## src/rtl/instr_fetch.sv

```systemverilog
// IF stage: owns the PC, drives the imem request/ready handshake and the IF/ID register.
// A one-entry skid absorbs a word returned while decode stalls; redirects flush fetch.
module instr_fetch #(
  parameter logic [31:0] RESET_PC  = 32'h0000_0000,
  parameter logic [31:0] NOP_INSTR = 32'h0000_0013
) (
  input  logic        clk,
  input  logic        rst_n,
  output logic        imem_req,
  output logic [31:0] imem_addr,
  input  logic [31:0] imem_rdata,
  input  logic        imem_ready,
  input  logic        stall,
  input  logic        branch_taken,
  input  logic [31:0] branch_target,
  output logic        if_id_valid,
  output logic [31:0] if_id_pc,
  output logic [31:0] if_id_instr,
  output logic [6:0]  opcode
);

  typedef enum logic [1:0] {StBoot, StFetch, StHold, StDrop} state_e;

  state_e      r_state, w_state_nxt;
  logic [31:0] r_pc, w_pc_nxt;
  logic [31:0] r_drop_addr, w_drop_addr_nxt;
  logic        r_skid_valid, w_skid_valid_nxt;
  logic [31:0] r_skid_pc, w_skid_pc_nxt;
  logic [31:0] r_skid_instr, w_skid_instr_nxt;
  logic        r_if_id_valid, w_if_id_valid_nxt;
  logic [31:0] r_if_id_pc, w_if_id_pc_nxt;
  logic [31:0] r_if_id_instr, w_if_id_instr_nxt;

  logic [31:0] w_target;
  logic [31:0] w_pc_inc;
  logic        w_accept;
  logic        w_to_skid;
  logic        w_load_fetch;
  logic        w_release;
  logic        w_bubble;

  assign w_target = branch_target & ~32'h3;
  assign w_pc_inc = r_pc + 32'd4;

  // A returned word is taken only in FETCH and only when no redirect overrides it.
  assign w_accept     = (r_state == StFetch) && imem_ready && !branch_taken;
  assign w_to_skid    = w_accept && stall && r_if_id_valid;
  assign w_load_fetch = w_accept && !w_to_skid;
  assign w_release    = (r_state == StHold) && r_skid_valid && !branch_taken && !stall;
  assign w_bubble     = (r_state == StFetch) && !imem_ready && !stall && !branch_taken;

  // State register
  always_ff @(posedge clk or negedge rst_n) begin
    if (!rst_n) begin
      r_state <= StBoot;
    end else begin
      r_state <= w_state_nxt;
    end
  end

  // Next-state logic
  always_comb begin
    w_state_nxt = r_state;
    unique case (r_state)
      StBoot: w_state_nxt = StFetch;
      StFetch: begin
        if (branch_taken) begin
          w_state_nxt = imem_ready ? StFetch : StDrop;
        end else if (w_to_skid) begin
          w_state_nxt = StHold;
        end
      end
      StHold: begin
        if (branch_taken || !stall) begin
          w_state_nxt = StFetch;
        end
      end
      StDrop: begin
        if (imem_ready) begin
          w_state_nxt = StFetch;
        end
      end
      default: w_state_nxt = StBoot;
    endcase
  end

  // Output logic
  always_comb begin
    imem_req  = (r_state == StFetch) || (r_state == StDrop);
    imem_addr = (r_state == StDrop) ? r_drop_addr : r_pc;
  end

  // Datapath next-state: PC, drop address, skid and IF/ID
  always_comb begin
    w_pc_nxt          = r_pc;
    w_drop_addr_nxt   = r_drop_addr;
    w_skid_valid_nxt  = r_skid_valid;
    w_skid_pc_nxt     = r_skid_pc;
    w_skid_instr_nxt  = r_skid_instr;
    w_if_id_valid_nxt = r_if_id_valid;
    w_if_id_pc_nxt    = r_if_id_pc;
    w_if_id_instr_nxt = r_if_id_instr;

    if (branch_taken) begin
      w_pc_nxt          = w_target;
      w_skid_valid_nxt  = 1'b0;
      w_if_id_valid_nxt = 1'b0;
      w_if_id_instr_nxt = NOP_INSTR;
      // The outstanding request keeps its address until the memory answers it.
      if ((r_state == StFetch) && !imem_ready) begin
        w_drop_addr_nxt = r_pc;
      end
    end else begin
      if (w_accept) begin
        w_pc_nxt = w_pc_inc;
      end
      if (w_load_fetch) begin
        w_if_id_valid_nxt = 1'b1;
        w_if_id_pc_nxt    = r_pc;
        w_if_id_instr_nxt = imem_rdata;
      end
      if (w_to_skid) begin
        w_skid_valid_nxt = 1'b1;
        w_skid_pc_nxt    = r_pc;
        w_skid_instr_nxt = imem_rdata;
      end
      if (w_release) begin
        w_skid_valid_nxt  = 1'b0;
        w_if_id_valid_nxt = 1'b1;
        w_if_id_pc_nxt    = r_skid_pc;
        w_if_id_instr_nxt = r_skid_instr;
      end
      if (w_bubble) begin
        w_if_id_valid_nxt = 1'b0;
        w_if_id_instr_nxt = NOP_INSTR;
      end
    end
  end

  always_ff @(posedge clk or negedge rst_n) begin
    if (!rst_n) begin
      r_pc          <= RESET_PC;
      r_drop_addr   <= RESET_PC;
      r_skid_valid  <= 1'b0;
      r_skid_pc     <= 32'h0;
      r_skid_instr  <= NOP_INSTR;
      r_if_id_valid <= 1'b0;
      r_if_id_pc    <= 32'h0;
      r_if_id_instr <= NOP_INSTR;
    end else begin
      r_pc          <= w_pc_nxt;
      r_drop_addr   <= w_drop_addr_nxt;
      r_skid_valid  <= w_skid_valid_nxt;
      r_skid_pc     <= w_skid_pc_nxt;
      r_skid_instr  <= w_skid_instr_nxt;
      r_if_id_valid <= w_if_id_valid_nxt;
      r_if_id_pc    <= w_if_id_pc_nxt;
      r_if_id_instr <= w_if_id_instr_nxt;
    end
  end

  assign if_id_valid = r_if_id_valid;
  assign if_id_pc    = r_if_id_pc;
  assign if_id_instr = r_if_id_instr;
  assign opcode      = r_if_id_instr[6:0];

endmodule

```

## config.mk

```make
export PLATFORM = sky130hd
export DESIGN_NAME = instr_fetch
export DESIGN_NICKNAME = d
export VERILOG_FILES = /design/src/rtl/instr_fetch.sv
export SDC_FILE = /design/constraint.sdc
export NUM_CORES = 1
export LEC_CHECK = 0
export CAP_MARGIN = 10
export CORE_UTILIZATION = 52
export DETAILED_ROUTE_END_ITERATION = 12
export PLACE_DENSITY = 0.8
export SLEW_MARGIN = 20
export SYNTH_ARGS = -nofsm -noshare
export SYNTH_HDL_FRONTEND = slang
export SYNTH_SLANG_ARGS = --single-unit
```

## constraint.sdc

```tcl
create_clock -name clk -period 5.14 [get_ports clk]
set_input_delay 1.542 -clock clk [delete_from_list [all_inputs] [get_ports clk]]
set_output_delay 1.542 -clock clk [all_outputs]
set_load 0.03 [all_outputs]
```

==> reports/metrics.yaml, run 1 <==
final_layout:
  area_growth_pct: 24.6
  antenna_fix_cells: 0
  number_of_non_filler_instances_in_the_completed_layout: 1095
  layout-drive-gt1-share: 0.239
  n_fill_cell: 1306
  fin_util: 0.663
  design.final.nets: 927
clock_tree:
  clk_transition_reported_paths_ns: 0.07
  clk_tree_root_cell: "clkbuf_16"
  cts.repair_timing.setup_buffer_count: 0
  cts-htree-levels: 4
  clock_insertion_delay_worst_skew_ns: 0.43
  cts-buffers-inserted: 17
  clock_path_buffers: 2
  cts.repair.resized: 0
  clock_tree_from_tritoncts: "yes"
  clock_sink_count: 188
  cts_hold_fix_bufs: 0
placed_design:
  port-buffer-count: 167
  dpl.cell_count: 1063
  gp_routability_congestion: 0.786
  post-place-ws_ns: 1.07
  dp.final_hpwl_um: 13400
floorplanning:
  core-area_sq_um: 17200
  chipWidth_um: 135
  io-pin-count: 174
  fp-row-count: 48
  die_y_um: 135
  die_area_sq_um: 18200
  initial_core_utilization: 0.532
timing:
  slew_viol_final: 0
  timing.max_slew.rel_slack: 0.263
  hold_viol: 0
  post-route-period-util: 0.764
  setup_viol: 0
  worstMarginPinSlew_ns: 1.10
  rsz0062_at_grt: "false"
  tns_ns: 0
  max_freq_mhz: 254
  final_period_minus_worst_setup_slack_ns: 3.93
  skew_ns: 0.0115
  post_route_worst_setup_slack_ns: 1.21
worst_setup_path:
  worstPathArrival_ns: 2.39
  r2r_cells: 4
  worst-path-max-fanout: 30
  worst-endpoint-required_ns: 3.60
  rr_startpoint: "r_state[1]$_DFFE_PN0P_"
  crit_path_start_kind: "flip-flop"
  setup.worst_path.start: "r_state[0]$_DFFE_PN0P_"
  critical_path_class: "reg2out"
  type_of_element_capturing_the_critical_path: "output port"
grt:
  grt_start_max_net_pins: 100
  grt_util_all_layers: 0.235
  gr-total-overflow: 0
  grt_antenna_before_repair: 0
  first_global_vias: 6205
  grt_first_pass_wirelength_um: 32900
routing:
  detail_route.wirelength_um: 20400
  wl_per_cell_um: 18.6
  drc_violation_count_after_routing: 0
  num_vias: 6204
  viasPerCell: 5.67
  number_of_nets_with_antenna_violations_after_routing: 0
  starting_drt_drc_count: 227
  first_pass_iters: 4
logic_synthesis:
  synth_warnings: 0
  synth_enable_flop_cells: 0
  top_cell_type_by_total_area_after_synthesis: "dfrtp_1"
  post_synth.cell_area_avg_sq_um: 12.8
  cell_area_synth_sq_um: 9170
  synth_async_sr_flop_share: 1.00
  synth.top_cells.by_count: "dfrtp_1 (182), mux2_2 (62), nand2_1 (62)"
  ys_seq_elements: 188
  synthDominantCellAreaShare: 0.496
  most_frequent_cell_after_synthesis: "dfrtp_1"
  postSynthCellCount: 719
  netlist-cell-type-count: 53
  synth_flop_cell: "dfrtp_1"
  netlist_top_cells_area: "dfrtp_1 (50%), mux2_4 (9.7%), mux2_2 (7.6%)"
  sequential_element_share_of_the_synthesized_area: 0.514
power_and_ir_drop:
  power-per-cell-area_nw_per_um2: 380
  power_leakage_nw: 4.98
  power.total_mw: 4.35
  peakVddDrop_mv: 0.230
hold_path:
  hold-path-cell-count: 2
  timing.hold.worst.start: "if_id_pc[8]$_DFFE_PN0P_"
  worst_hold_path_type: "reg2reg"
outcome:
  run_status: "finished clean"
job:
  total_of_max_cap_violations: 0
cell usage in the layout (no fill, tap or decap), types with 3 or more instances in the layout:
cell | Yosys | layout
nand2_1 | 62 | 61
nand3_1 | 11 | 11
xnor2_1 | 4 | 4
and4_1 | 4 | 3
or3_1 | 6 | 6
nor2_1 | 18 | 18
inv_6 | 0 | 3
o2bb2ai_2 | 20 | 20
mux2i_1 | 60 | 60
nand4_1 | 10 | 10
conb_1 | 1 | 4
o2bb2ai_1 | 9 | 9
or4_1 | 10 | 10
a32oi_1 | 3 | 3
clkinv_4 | 0 | 4
clkbuf_16 | 0 | 17
xor2_1 | 6 | 6
o21ai_0 | 46 | 46
and3_1 | 7 | 7
clkdlybuf4s50_1 | 0 | 166
a31oi_1 | 14 | 14
dfrtp_1 | 182 | 182
mux2_2 | 62 | 62
inv_1 | 8 | 8
o211ai_1 | 3 | 3
dfstp_2 | 6 | 6
mux2_4 | 59 | 59
o31ai_1 | 8 | 8
buf_4 | 20 | 13
logic make-up after synthesis:
logic type | share of synthesized area
adders and majority gates | 0.00136
buffers and inverters | 0.0511
xor gates and xnor gates | 0.00955
and+or+nand+nor | 0.0866
muxes | 0.241
DFF | 0.514
AOI/OAI and AO/OA | 0.0967
other | 0.000409
power breakdown:
| group | total (mW) | switching [mW] | internal (mW) | leakage (nW) |
|---|---|---|---|---|
| Sequential | 1.97 | 0.199 | 1.77 | 2.33 |
| Combinational | 1.09 | 0.524 | 0.569 | 2.37 |
| Clock | 1.29 | 0.596 | 0.695 | 0.278 |
| Total | 4.35 | 1.32 | 3.03 | 4.98 |
metrics by stage:
stage                     hold WS (ns)  instance area [sq um]
after global routing             0.490                  11400
final                            0.481                  11400
after global placement           0.459                  10900
after CTS                        0.484                  11400
after detailed placement         0.469                  10900
after floorplan                  0.454                   9190
final timing paths:
kind / endpoint / slack (ns)
worst min register to register: if_id_pc[8]$_DFFE_PN0P_ / 0.48
min in group asynchronous: r_skid_instr[10]$_DFFE_PN0P_ / 1.20
worst min-delay path: if_id_pc[8]$_DFFE_PN0P_ / 0.48
max in group asynchronous: r_state[0]$_DFFE_PN0P_ / 2.99
worst max-delay path: imem_addr[31] / 1.21
worst max register to register: if_id_instr[0]$_DFFE_PN1P_ / 2.93
area by class of cell:
| type | instances | area, sq um | area share |
|---|---|---|---|
| Tap cell | 225 | 282 | 0.0246 |
| Clock buffer | 19 | 443 | 0.0387 |
| Timing Repair Buffer | 182 | 1810 | 0.159 |
| Multi-Input combinational cell | 459 | 4020 | 0.351 |
| Clock inverter | 13 | 134 | 0.0117 |
| Inverter | 9 | 33.8 | 0.00296 |
| Sequential cell | 188 | 4710 | 0.412 |
layer usage:
| layer | global-route usage | share of wire | vias up |
|---|---|---|---|
| met4 | 0.0705 | 0.0098 | 0 |
| met1 | 0.333 | 0.46 | 3133 |
| met3 | 0.0428 | 0.053 | 19 |
| li1 | - | - | 2871 |
| met2 | 0.367 | 0.48 | 181 |
| met5 | 0 | 0 | - |
registers in the layout, indices dropped and copies added, names as in the netlist:
signal / flops
r_skid_instr: 32
r_skid_valid: 1
if_id_pc: 30
r_state: 2
r_skid_pc: 30
r_drop_addr: 30
if_id_valid: 1
r_pc: 30
if_id_instr: 32
critical path, cell delays in order (launching register included):
cell	delay [ns]
dfrtp_1	0.45
nand2_1	0.09
buf_4	0.40
mux2_2	0.39
clkdlybuf4s50_1	0.63
No activity file was read; power rests on OpenSTA's default activity.
==> inputs of run 2 (changes only) <==
==> constraint.sdc (replaced) <==
create_clock -name clk -period 4.1 [get_ports clk]
set_input_delay 1.23 -clock clk [delete_from_list [all_inputs] [get_ports clk]]
set_output_delay 1.23 -clock clk [all_outputs]
set_load 0.03 [all_outputs]
==> run 2 against run 1 <==
Net effect: clock-buffer cell count decreased by 1; utilization grew 0.22 points; clock skew down 0.0014 ns; final cell count grew 0.37%; sequential cell count unchanged; register-to-register slack got worse by 0.94 ns; setup slack got worse by 0.61 ns; hold slack got worse by 0.0035 ns; sequential share of layout area down 0.14 points.
==> reports/metrics.yaml, run 2 (synthesis results as in run 1) <==
outcome:
  run_status: "finished clean"
timing:
  whs_ns: 0.477
  setup_viol: 0
  post-route-period-util: 0.855
  worstMarginPinSlew_ns: 0.585
  max_freq_mhz: 285
  rsz0062_at_grt: "false"
  hold_viol: 0
  tns_ns: 0
  skew_ns: 0.0101
  timing.max_slew.rel_slack: 0.610
  final_period_minus_worst_setup_slack_ns: 3.50
  slew_viol_final: 0
power_and_ir_drop:
  comb_power_share: 0.255
  p_switching_mw: 1.68
  power_frac_seq: 0.453
  power_leakage_nw: 5.01
  peakVddDrop_mv: 0.306
  power_switching_share: 0.310
  power_report.internal_total_mw: 3.75
  power-per-cell-area_nw_per_um2: 474
  clock_power_share: 0.292
final_layout:
  seq_area_sq_um: 4710
  n_fill_cell: 1293
  layout_commonest_cell: "dfrtp_1"
  area_growth_pct: 25.0
  number_of_non_filler_instances_in_the_completed_layout: 1099
  design.final.nets: 931
  multiInputGateArea_sq_um: 4020
  antenna_fix_cells: 0
  commonest_non_fill_non_tap_cells_in_the_layout: "dfrtp_1 (182), clkdlybuf4s50_1 (166), mux2_2 (62), nand2_1 (61), mux2i_1 (60)"
  stdcell_area_sq_um: 11500
  layout-drive-gt1-share: 0.244
placed_design:
  placedInstanceArea_sq_um: 10900
  port-buffer-count: 167
  dpl.cell_count: 1067
  dp.final_hpwl_um: 13700
  gp_routability_congestion: 0.785
worst_setup_path:
  worstPathArrival_ns: 2.27
  rr_startpoint: "r_pc[2]$_DFFE_PN0N_"
  type_of_element_capturing_the_critical_path: "output port"
  reg2reg_to: "r_pc[22]$_DFFE_PN0N_"
  worst-endpoint-required_ns: 2.87
  setup_slack_reg_to_reg_ns: 1.99
  worst-path-max-fanout: 16
  r2r_cells: 5
  critical_path_class: "reg2out"
  crit_path_start_kind: "flip-flop"
clock_tree:
  cts.repair_timing.setup_buffer_count: 0
  clk_tree_root_cell: "clkbuf_16"
  cts_hold_fix_bufs: 0
  clk_transition_reported_paths_ns: 0.07
  cts.repair.resized: 0
  clock_path_buffers: 2
  clock_sink_count: 188
  clock_insertion_delay_worst_skew_ns: 0.43
  cts-htree-levels: 4
  clock_tree_from_tritoncts: "yes"
  cts-buffers-inserted: 17
floorplanning:
  io-pin-count: 174
  initial_core_utilization: 0.532
  die_y_um: 135
  fp-row-count: 48
  core-area_sq_um: 17200
  chipWidth_um: 135
  die_area_sq_um: 18200
grt:
  grt_first_pass_wirelength_um: 33700
  grt_start_max_net_pins: 88
  first_global_vias: 6337
  gr-total-overflow: 0
  grt_util_all_layers: 0.241
  grt_antenna_before_repair: 0
hold_path:
  timing.hold.worst.start: "if_id_pc[6]$_DFFE_PN0P_"
  hold_path_end: "if_id_pc[6]$_DFFE_PN0P_"
  worst_hold_path_type: "reg2reg"
  hold-path-cell-count: 2
routing:
  drc_violation_count_after_routing: 0
  wl_per_cell_um: 19.0
  starting_drt_drc_count: 363
  number_of_nets_with_antenna_violations_after_routing: 0
  first_pass_iters: 4
  num_vias: 6218
  viasPerCell: 5.66
  detail_route.wirelength_um: 20900
job:
  total_of_max_cap_violations: 0
==> run 2: cell types whose count changed in the layout (fill, tap and decap cells not counted), sizes merged <==
cell	previous run	this run
clkinv	5	8
bufinv	1	0
clkinvlp	2	1
clkbuf	20	19
buf	15	19
==> run 2: worst max-delay path, cell delays in order (launching register included) <==
cell and delay (ns):
dfrtp_1 0.45, nand2_1 0.12, buf_4 0.27, mux2_2 0.37, clkdlybuf4s50_1 0.64
==> run 2: power groups by stage <==
stage	combinational [mW]	clock, mW	sequential, mW
floorplan	0.746	0	2.59
global placement	1.36	0	2.47
detailed placement	1.39	0	2.49
CTS	1.40	1.62	2.46
global route	1.48	1.70	2.50
finish	1.39	1.59	2.46
==> run 2: layout make-up <==
class / count / share of cell area
timing repair buffer: 186 / 0.162
sequential: 188 / 0.411
clock inverter: 14 / 0.0116
tap: 225 / 0.0245
inverter: 9 / 0.00295
multi-input combinational: 459 / 0.350
clock buffer: 18 / 0.0383
==> run 2: metal layers <==
layer / GRT usage / vias to the layer above / wire length (um)
li1: - / 2867 / -
met3: 0.0499 / 29 / 1160
met1: 0.335 / 3120 / 9670
met2: 0.376 / 202 / 9670
met4: 0.0830 / 0 / 391
met5: 0 / - / 0
==> run 2: how the worst max path moves through the flow <==
stage	end	slack [ns]	from
floorplan	imem_addr[10]	1.57	r_state[0]$_DFFE_PN0P_
global placement	r_pc[22]$_DFFE_PN0N_	0.87	imem_ready
detailed placement	r_pc[22]$_DFFE_PN0N_	0.85	imem_ready
CTS	imem_addr[24]	0.58	r_state[0]$_DFFE_PN0P_
global route	imem_addr[31]	0.49	r_state[1]$_DFFE_PN0P_
finish	imem_addr[31]	0.60	r_state[1]$_DFFE_PN0P_
==> run 2: stage by stage <==
stage | utilization | setup WS, ns | total power, mW
3_5_place_dp | 0.632 | 0.847 | 3.88
5_1_grt | 0.665 | 0.490 | 5.68
6_report | 0.665 | 0.596 | 5.43
2_1_floorplan | - | 1.57 | 3.33
4_1_cts | 0.665 | 0.576 | 5.48
3_3_place_gp | 0.632 | 0.865 | 3.83
